**src/rtl/datapath_pkg.sv**
```systemverilog
// Shared datapath definitions: widths, shifter FSM encoding and ALU shift-mode selects.
package datapath_pkg;

    localparam int DATA_W  = 16;
    localparam int SHAMT_W = 4;

    localparam logic SHIFT_LOGICAL = 1'b0;
    localparam logic SHIFT_ARITH   = 1'b1;

    typedef enum logic [1:0] {
        IDLE  = 2'b00,
        SHIFT = 2'b01,
        DONE  = 2'b10
    } shift_state_t;

endpackage

```
**src/rtl/serial_shift_right.sv**
```systemverilog
// Multi-cycle right shifter (one bit per clock, logical or arithmetic) with start/busy/done handshake.
//
// state | meaning
// IDLE  | waiting for start
// SHIFT | shifting one bit per cycle, count holds remaining steps
// DONE  | result on data_out, done pulse; start here is accepted immediately
module serial_shift_right
    import datapath_pkg::*;
#(
    parameter int WIDTH   = datapath_pkg::DATA_W,
    parameter int SHAMT_W = datapath_pkg::SHAMT_W
) (
    input  logic               clk,
    input  logic               rst_n,
    input  logic               start,
    input  logic [WIDTH-1:0]   data_in,
    input  logic [SHAMT_W-1:0] shamt,
    input  logic               arith,
    output logic               busy,
    output logic               done,
    output logic [WIDTH-1:0]   data_out
);

    shift_state_t       state_q, state_d;
    logic [WIDTH-1:0]   work_q;
    logic [SHAMT_W-1:0] count_q;
    logic               fill_q;
    logic               load;
    logic               shift_en;
    logic               last_step;
    logic [WIDTH-1:0]   shifted;

    assign shifted   = {fill_q, work_q[WIDTH-1:1]};
    assign last_step = (count_q == SHAMT_W'(1));

    always_ff @(posedge clk or negedge rst_n) begin
        if (!rst_n) begin
            state_q <= IDLE;
        end else begin
            state_q <= state_d;
        end
    end

    always_comb begin
        state_d  = state_q;
        load     = 1'b0;
        shift_en = 1'b0;
        busy     = 1'b0;
        done     = 1'b0;
        case (state_q)
            IDLE, DONE: begin
                done = (state_q == DONE);
                if (start) begin
                    load    = 1'b1;
                    state_d = (shamt == '0) ? DONE : SHIFT;
                end else begin
                    state_d = IDLE;
                end
            end
            SHIFT: begin
                busy     = 1'b1;
                shift_en = 1'b1;
                if (last_step) begin
                    state_d = DONE;
                end
            end
            default: begin
                state_d = IDLE;
            end
        endcase
    end

    // data_out is only written on entry to DONE, so partial shifts never leak out
    always_ff @(posedge clk or negedge rst_n) begin
        if (!rst_n) begin
            work_q   <= '0;
            count_q  <= '0;
            fill_q   <= 1'b0;
            data_out <= '0;
        end else if (load) begin
            work_q  <= data_in;
            count_q <= shamt;
            fill_q  <= arith & data_in[WIDTH-1];
            if (shamt == '0) begin
                data_out <= data_in;
            end
        end else if (shift_en) begin
            work_q  <= shifted;
            count_q <= count_q - SHAMT_W'(1);
            if (last_step) begin
                data_out <= shifted;
            end
        end
    end

endmodule

```
**config.mk**
```make
export PLATFORM = sky130hd
export DESIGN_NAME = serial_shift_right
export DESIGN_NICKNAME = d
export VERILOG_FILES = /design/src/rtl/datapath_pkg.sv /design/src/rtl/serial_shift_right.sv
export SDC_FILE = /design/constraint.sdc
export NUM_CORES = 1
export LEC_CHECK = 0
export ABC_AREA = 1
export CORE_MARGIN = 8
export CORE_UTILIZATION = 43
export CTS_BUF_LIST = sky130_fd_sc_hd__clkbuf_4 sky130_fd_sc_hd__clkbuf_8
export DETAILED_ROUTE_END_ITERATION = 8
export DONT_BUFFER_PORTS = 1
export PLACE_DENSITY = 0.65
export SYNTH_ARGS = -nofsm -noshare
export SYNTH_HDL_FRONTEND = slang
export SYNTH_SLANG_ARGS = --single-unit
export TNS_END_PERCENT = 20
```
**constraint.sdc**
```tcl
create_clock -name clk -period 1.6 [get_ports clk]
set_input_delay 0.24 -clock clk [delete_from_list [all_inputs] [get_ports clk]]
set_output_delay 0.24 -clock clk [all_outputs]
set_load 0.05 [all_outputs]
```
* After elaboration in Yosys (flattened, before gate mapping)
Index checks and enable logic that the tools add are counted.
** Word-level totals
- Register bits :: 39
- Latch bits :: 0
- Bits in writable memories :: 0
- Memory bits (read-only) :: 0
- Output and inout port bits :: 18
- Word-level logic and storage cells :: 34
- Memories :: 0
** Operators by class
- Add/subtract/negate cells :: 1
- Multipliers :: 0
- Divide/modulo/power cells :: 0
- Magnitude comparators :: 0
- Equal/unequal tests :: 5
- Shift operators :: 0
- Muxes and demuxes :: 16
- Bitwise gates (word level) :: 1
- Reduce and logical (&&, ||, !) cells :: 6
** Operators with widths (number)
- two-way mux 16 bit :: 6
- two-way mux 4 bit :: 2
- two-way mux 2 bit :: 3
- equality test 4 x 1 -> 1 bit (second input constant) :: 1
- zero test 4 bit :: 1
- two-way mux 1 bit :: 4
- one-hot mux 2 bit (2 select lines) :: 1
- nonzero test 2 bit :: 2
- subtractor 4 x 1 -> 4 bit (second input constant) :: 1
- AND reduction 3 bit :: 1
- equality test 2 x 1 -> 1 bit (second input constant) :: 1
- equality test 2 bit (second input constant) :: 1
- zero test 2 bit :: 1
- inequality test 2 x 1 -> 1 bit (second input constant) :: 1
- inequality test 2 bit (second input constant) :: 1
- OR reduction 2 bit :: 1
- bitwise AND 1 bit :: 1

* Depth between registers and ports, before layout
Gate-level depths: netlist of run 1.
- Word-level depth :: 5
- Gate-level depth with buffers :: 8
- Mapped depth without buffers :: 6

* Least setup slack after synthesis of run 1
Ideal clock, no wire load.
- Path type :: reg-to-reg
- Start point :: register state_q[0]
- End point :: register data_out[10]
- Library setup time :: 0.118 ns
- Data arrival time :: 1.274 ns
- Data required time :: 1.482 ns
- Setup slack :: 0.208 ns
- Stages on the path, launching flop included :: 7
- Path buffers :: 1
- Clock period less this slack :: 1.392 ns
- Path through :: dfrtp_1 -> inv_2 -> nor2_4 -> nand3_4 -> buf_2 -> nand3_1 -> nand2_1
** On the way
- Elaborated cells on any way between the ends :: 11
- Classes of those cells :: eq/ne: 3; mux: 3; reduce/logical: 5
** RTL lines
- start, declared :: RTL line serial_shift_right.sv:24 : shift_state_t state_q, state_d;
- start signal, assigned :: RTL line serial_shift_right.sv:40 : state_q <= state_d;
- equality test 2 x 1 -> 1 bit
- two-way mux 1 bit
- net busy :: RTL line serial_shift_right.sv:19 : output logic busy,
- nonzero test 2 bit (no source line)
- AND reduction 3 bit (no source line)
- end signal, assigned :: RTL line serial_shift_right.sv:85 : data_out <= data_in;
- end signal, assigned :: RTL line serial_shift_right.sv:91 : data_out <= shifted;
- end, declared :: RTL line serial_shift_right.sv:21 : output logic [WIDTH-1:0] data_out
The timed path passes the listed nets, and every way through them passes these cells.
A chain may end at the register's enable or synchronous reset.

* Final worst setup path of run 1
- Start point :: register count_q[1]
- End point :: register data_out[14]
** On the way
- Longest elaborated chain between the ends :: 3
** RTL lines
- start, declared :: RTL line serial_shift_right.sv:26 : logic [SHAMT_W-1:0] count_q;
- start signal, assigned :: RTL line serial_shift_right.sv:82 : count_q <= shamt;
- start signal, assigned :: RTL line serial_shift_right.sv:89 : count_q <= count_q - SHAMT_W'(1);
- equality test 4 x 1 -> 1 bit :: RTL line serial_shift_right.sv:34 : assign last_step = (count_q == SHAMT_W'(1));
- nonzero test 2 bit (no source line)
- AND reduction 3 bit (no source line)
No other way between the ends.

==> results of run 1 <==
[flip-flops by register name, summed over array words and instances, names as in the netlist]
register  count
fill_q        1
work_q       15
count_q       4
state_q       2
data_out     16
[area by class of cell]
| class | count | area [um^2] |
|---|---|---|
| sequential | 38 | 951 |
| timing repair buffer | 9 | 82.6 |
| inverter | 8 | 30.0 |
| clock buffer | 5 | 68.8 |
| fill | 412 | 2020 |
| tap | 50 | 62.6 |
| clock inverter | 3 | 40.0 |
| multi-input combinational | 180 | 777 |
[final timing paths]
check | from | to | slack [ps] | cells after the start
worst max-delay path | count_q[1]$_DFFE_PN0P_ | data_out[14]$_DFFE_PN0P_ | 240 | 6
worst min-delay path | shamt[2] | count_q[2]$_DFFE_PN0P_ | 100 | 2
worst max register to register | count_q[1]$_DFFE_PN0P_ | data_out[14]$_DFFE_PN0P_ | 240 | 6
worst min register to register | fill_q$_DFFE_PN0P_ | fill_q$_DFFE_PN0P_ | 480 | 2
max in group asynchronous | rst_n | work_q[9]$_DFFE_PN0P_ | 990 | 2
min in group asynchronous | rst_n | count_q[0]$_DFFE_PN0P_ | 420 | 2
[cells in the final DEF (no fill, tap or decap), drive strengths merged]
cell type	Yosys	layout
o211ai	2	2
or2	2	2
dfrtp	38	38
ha	2	2
dlygate4sd3	0	1
clkinv	0	2
nand2	141	141
o21ai	1	1
clkbuf	1	5
buf	8	8
inv	8	8
nor2	7	7
a21oi	2	2
xor2	1	1
nand3	22	22
bufinv	0	1
[critical path: cells and delay by family (launching register included)]
kind,cells,cell delay (ps)
simple gates,4,610
flops,1,380
fa+ha+maj,1,220
buf+inv,1,90
[per-stage QoR]
step	hold slack, ps	area [um^2]	total power (W)
floorplan	-55.6	1820	0.00331
global placement	-54.0	1870	0.00364
detailed placement	-54.1	1870	0.00368
CTS	99.3	2010	0.00451
global route	106	2010	0.00483
finish	102	2010	0.00448
[cell families (layout without fill, tap and decap cells)]
logic type               count (synthesis)  after routing
buffers and inverters                   17             25
AO/OA/AOI/OAI                            5              5
adder cells (fa/ha/maj)                  2              2
AND/OR/NAND/NOR                        172            172
XOR/XNOR                                 1              1
flip-flops                              38             38
[per-layer routing]
layer	up-vias	share of wire
met2	35	0.45
met3	2	0.075
met1	666	0.47
met5	-	0
met4	0	0.0044
li1	747	-
[power by group through the flow]
stage	logic, W	clock network, W	registers [W]
2_1_floorplan	0.00124	0	0.00207
3_3_place_gp	0.00150	0	0.00214
3_5_place_dp	0.00153	0	0.00215
4_1_cts	0.00157	0.000808	0.00213
5_1_grt	0.00180	0.000855	0.00218
6_report	0.00156	0.000791	0.00213
==> reports/metrics.yaml, run 1 <==
drt-total-wl_um: 4360
finalWeightedCongestion: 0.811
peakVddDrop_mv: 0.832
dp_cells: 283
crit_type: "reg -> reg"
hold_class: "in -> reg"
synthTopCellsByCount: "nand2_1, dfrtp_1, nand3_1, inv_1, nor2_1"
drive_gt1_frac: 0.103
cts_tree: "built"
tightest_slew_ps: 504
synth_most_common_cell: "nand2_1"
setup_violations: 0
grt_start_max_net_pins: 39
p_switching_w: 0.00214
yosysTopAreaCellShare: 0.524
synthToLayoutAreaGrowth_pct: 10.8
cts.repair.resized: 0
synthDistinctLibCells: 21
crit_required_ps: 1820
synth_top_family_by_area: "simple AND/OR/NAND/NOR gates"
dr.pass1.iters: 4
syn_avg_cell_area_um2: 7.73
dieArea_um2: 6560
grt_busiest_layer: "met2"
cp_common_cell: "nand2_1"
drv_cap: 0
synthAdderAreaFrac: 0.0138
ys_ff_latch: 38
relSlewSlack: 0.664
gr-total-overflow: 0
fin_crit_ps: 1360
grt_pass1_wl_um: 7110
dp_slack_ps: 252
io_pins: 42
antennaDiodeCount: 0
io_buffers: 0
dp_hpwl_um: 3060
slew_viol_final: 0
grt_usage: 0.139
synth_edf_count: 0
drc: 0
max_stage_delay_ps: 380
hold_buffers: 2
critPathArrivalTime_ps: 1580
met3_usage: 0.0519
combPwrFrac: 0.349
synthesis.nets: 261
grt_pass1_vias: 1533
dieHeight_um: 81.0
synthMuxAreaShare: 0
utilization: 0.499
fin_nets: 268
cellPowerDensity_nw_per_um2: 2230
fmaxAchievable_mhz: 735
grtUsageMet2: 0.216
worst_slack_ps: 239
die_w_um: 81.0
coreArea_um2: 4030
clockRootBuffer: "clkbuf_8"
p_int_w: 0.00234
drt.antenna.violating_nets: 0
cts_htree_levels: 2
cts_buffers: 5
ys_warn_count: 0
antenna_found_initial: 0
leakagePower_nw: 1.12
cts_sinks: 38
rsz0062_at_grt: "no"
power_frac_seq: 0.475
tns_ps: 0
run_status: "completed"
switching_share: 0.478
cts_setup_buffers: 0
synth-compound-area-share: 0.0165
crit_slowest_cell: "dfrtp_1"
crit_path_end_kind: "flip-flop"
clk_latency_ps: 280
vias: 1450
initial_core_util: 0.451
synth.area.top_cells: "dfrtp_1, nand2_1, nand3_1"
fin_cells: 293
clock_skew_ps: 5.18
seq_area_frac_synth: 0.524
final-hold-violation-count: 0
viasPerCell: 4.95
cts.clk_slew.worst_paths_ps: 70
rows: 23
crit_fanout: 17
synthArstFlopShare: 1.00
use_met1: 0.175
clockBufferDepth: 2
post_drt_wl_per_cell_um: 14.9
yosysTopAreaCell: "dfrtp_1"
synth_xor_area_frac: 0.00482
ys.flop_type: "dfrtp_1"
drt_iter0_drc: 77
synth_area_um2: 1820
yosys.area_share.simple: 0.393
finalCritPeriodShare: 0.851
startpoint_type: "flip-flop"
synthesis.instances: 235
crit_path_cell_trace: "inv_1, ha_1, nand3_4, nand2_4, nand2_1, nand2_1"
clockPowerShare: 0.176
Note: power is estimated with default switching activity, not from simulation.
==> run 2: changes to the inputs <==
--- a/config.mk
+++ b/config.mk
@@ -11,7 +11,7 @@
 export CTS_BUF_LIST = sky130_fd_sc_hd__clkbuf_4 sky130_fd_sc_hd__clkbuf_8
 export DETAILED_ROUTE_END_ITERATION = 8
 export DONT_BUFFER_PORTS = 1
-export PLACE_DENSITY = 0.65
+export SLEW_MARGIN = 10
 export SYNTH_ARGS = -nofsm -noshare
 export SYNTH_HDL_FRONTEND = slang
 export SYNTH_SLANG_ARGS = --single-unit
==> run 2 against run 1 <==
Compared with the run above:
- critical path depth unchanged
- clock power down 18%
- total power down 3.4%
- count of clock-buffer cells in the layout up 2
- largest power group unchanged
- sequential power about the same
- global-route usage up 0.13 points
- critical path type unchanged
- cell area down 1.2%
- clock skew down 2.7 ps
- die area unchanged
- first-iteration DRC count up 38%
- routed wire length up 1.1%
- combinational power about the same
==> reports/metrics.yaml, run 2 (same netlist as run 1, synthesis figures left out) <==
fin_crit_ps: 1360  # -6.18 ps
hold_class: "in -> reg"
fin_nets: 268  # unchanged
grt_pass1_vias: 1389  # -9.4%
dp_cells: 283  # unchanged
dieArea_um2: 6560  # unchanged
largest_register_ffs: 16  # unchanged
drt_iter0_drc: 106  # +38%
run_status: "completed"
finalCritPeriodShare: 0.847  # -0.00386
design_area_um2: 1990  # -1.2%
coreArea_um2: 4030  # unchanged
crit_path_cell_trace: "inv_1, ha_1, nand3_4, buf_4, nand3_1, nand2_1"
antenna_found_initial: 0  # unchanged
post_drt_wl_per_cell_um: 15.1  # +1.4%
cts_tree: "built"
fin_cells: 292  # -0.34%
crit_type: "reg -> reg"
top_register: "data_out"
viasPerCell: 4.96  # +0.20%
finalWeightedCongestion: 0.769  # -5.2%
startpoint_type: "flip-flop"
final_cell_mix: "nand2_1, dfrtp_1, nand3_1, buf_4"
setup_violations: 0  # unchanged
die_w_um: 81.0  # unchanged
final-hold-violation-count: 0  # unchanged
cts_sinks: 38  # unchanged
max_stage_delay_ps: 380  # about the same
drive_gt1_frac: 0.0992  # -0.00371
utilization: 0.493  # -0.00621
vias: 1448  # -0.14%
cellPowerDensity_nw_per_um2: 2180  # -2.2%
clockRootBuffer: "clkbuf_8"
crit_required_ps: 1780  # -40 ps
peakVddDrop_mv: 1.09  # +31%
fmaxAchievable_mhz: 738  # +0.46%
cts_htree_levels: 2  # unchanged
grt_pass1_wl_um: 7080  # -0.48%
crit_fanout: 10  # -7
clock_skew_ps: 2.44  # -2.73 ps
gr-total-overflow: 0  # unchanged
slew_viol_final: 0  # unchanged
seqCellArea_um2: 951  # unchanged
crit_path_end_kind: "flip-flop"
antennaDiodeCount: 0  # unchanged
cts_buffers: 5  # unchanged
drt-total-wl_um: 4410  # +1.1%
grt_start_max_net_pins: 39  # unchanged
leakagePower_nw: 1.11  # -1.2%
clk_latency_ps: 290  # about the same
placed_area_um2: 1870  # unchanged
clockBufferDepth: 2  # unchanged
tns_ps: 0  # unchanged
drv_cap: 0  # unchanged
drt.antenna.violating_nets: 0  # unchanged
grt_usage: 0.141  # +0.00128
crit_slowest_cell: "dfrtp_1"
drc: 0  # unchanged
dieHeight_um: 81.0  # unchanged
dr.pass1.iters: 4  # unchanged
multi_input_area_um2: 777  # unchanged
rsz0062_at_grt: "no"
io_buffers: 0  # unchanged
nFillCells: 412  # unchanged
cts.clk_slew.worst_paths_ps: 70  # about the same
critPathArrivalTime_ps: 1530  # -50 ps
layout.cells.most_common: "nand2_1"
tightest_slew_ps: 511  # +6.78 ps
top_regs: "data_out: 16 flops, work_q: 15 flops, count_q: 4 flops"
synthToLayoutAreaGrowth_pct: 9.44
rows: 23  # unchanged
dp_hpwl_um: 3030  # -0.81%
relSlewSlack: 0.659  # -0.00452
cts.repair.resized: 0  # unchanged
initial_core_util: 0.451  # unchanged
io_pins: 42  # unchanged
run 2: cell count changes in the layout (fill, tap and decap cells not counted), sizes merged:
cell / before / now
clkinv: 2 / 0
bufinv: 1 / 0
clkbuf: 5 / 7
run 2: worst paths after layout:
path,start,end,slack (ps),depth (start not counted)
max,count_q[1]$_DFFE_PN0P_,data_out[8]$_DFFE_PN0P_,240,6
min,shamt[2],count_q[2]$_DFFE_PN0P_,90,2
max reg2reg,count_q[1]$_DFFE_PN0P_,data_out[8]$_DFFE_PN0P_,240,6
min reg2reg,work_q[4]$_DFFE_PN0P_,work_q[4]$_DFFE_PN0P_,480,2
max in group asynchronous,rst_n,data_out[11]$_DFFE_PN0P_,1010,2
min in group asynchronous,rst_n,work_q[15]$_DFFE_PN0P_,400,2
run 2: layer usage:
| layer | track usage | vias up | part of all wire | wire (um) |
|---|---|---|---|---|
| met4 | 0.0482 | 0 | 0.018 | 78 |
| met2 | 0.213 | 36 | 0.46 | 2030 |
| met3 | 0.0552 | 8 | 0.063 | 280 |
| met1 | 0.179 | 665 | 0.46 | 2020 |
| li1 | - | 739 | - | - |
| met5 | 0 | - | 0 | 0 |
run 2: worst max-delay path, delay by kind of cell, from the launching register on:
family,cells,cell delay [ps]
adders and majority gates,1,230
buffers and inverters,2,320
DFF,1,380
and+or+nand+nor,3,320
run 2: power by group:
part	total [W]	leakage [nW]	internal (W)	switching, W
logic	0.00154	0.577	0.000530	0.00101
registers	0.00214	0.486	0.00135	0.000796
clock network	0.000652	0.0452	0.000334	0.000318
run 2: repair_timing:
item / CTS / global route
buffers inserted: 0 / 0
hold buffers: 2 / 0
hold endpoints to repair: 38 / 0
run 2: area by class of cell:
cell class | count | share of cell area
tap | 50 | 0.0315
sequential | 38 | 0.479
multi-input combinational | 180 | 0.391
clock buffer | 7 | 0.0422
timing repair buffer | 9 | 0.0416
inverter | 8 | 0.0151
run 2: metrics by stage:
stage	worst slack (ps)	power, W	hold WS (ps)
after floorplan	208	0.00331	-55.6
after global placement	270	0.00366	-54.2
final	245	0.00433	94.2
after CTS	234	0.00437	91.3
after global routing	123	0.00469	87.1
after detailed placement	243	0.00368	-54.5
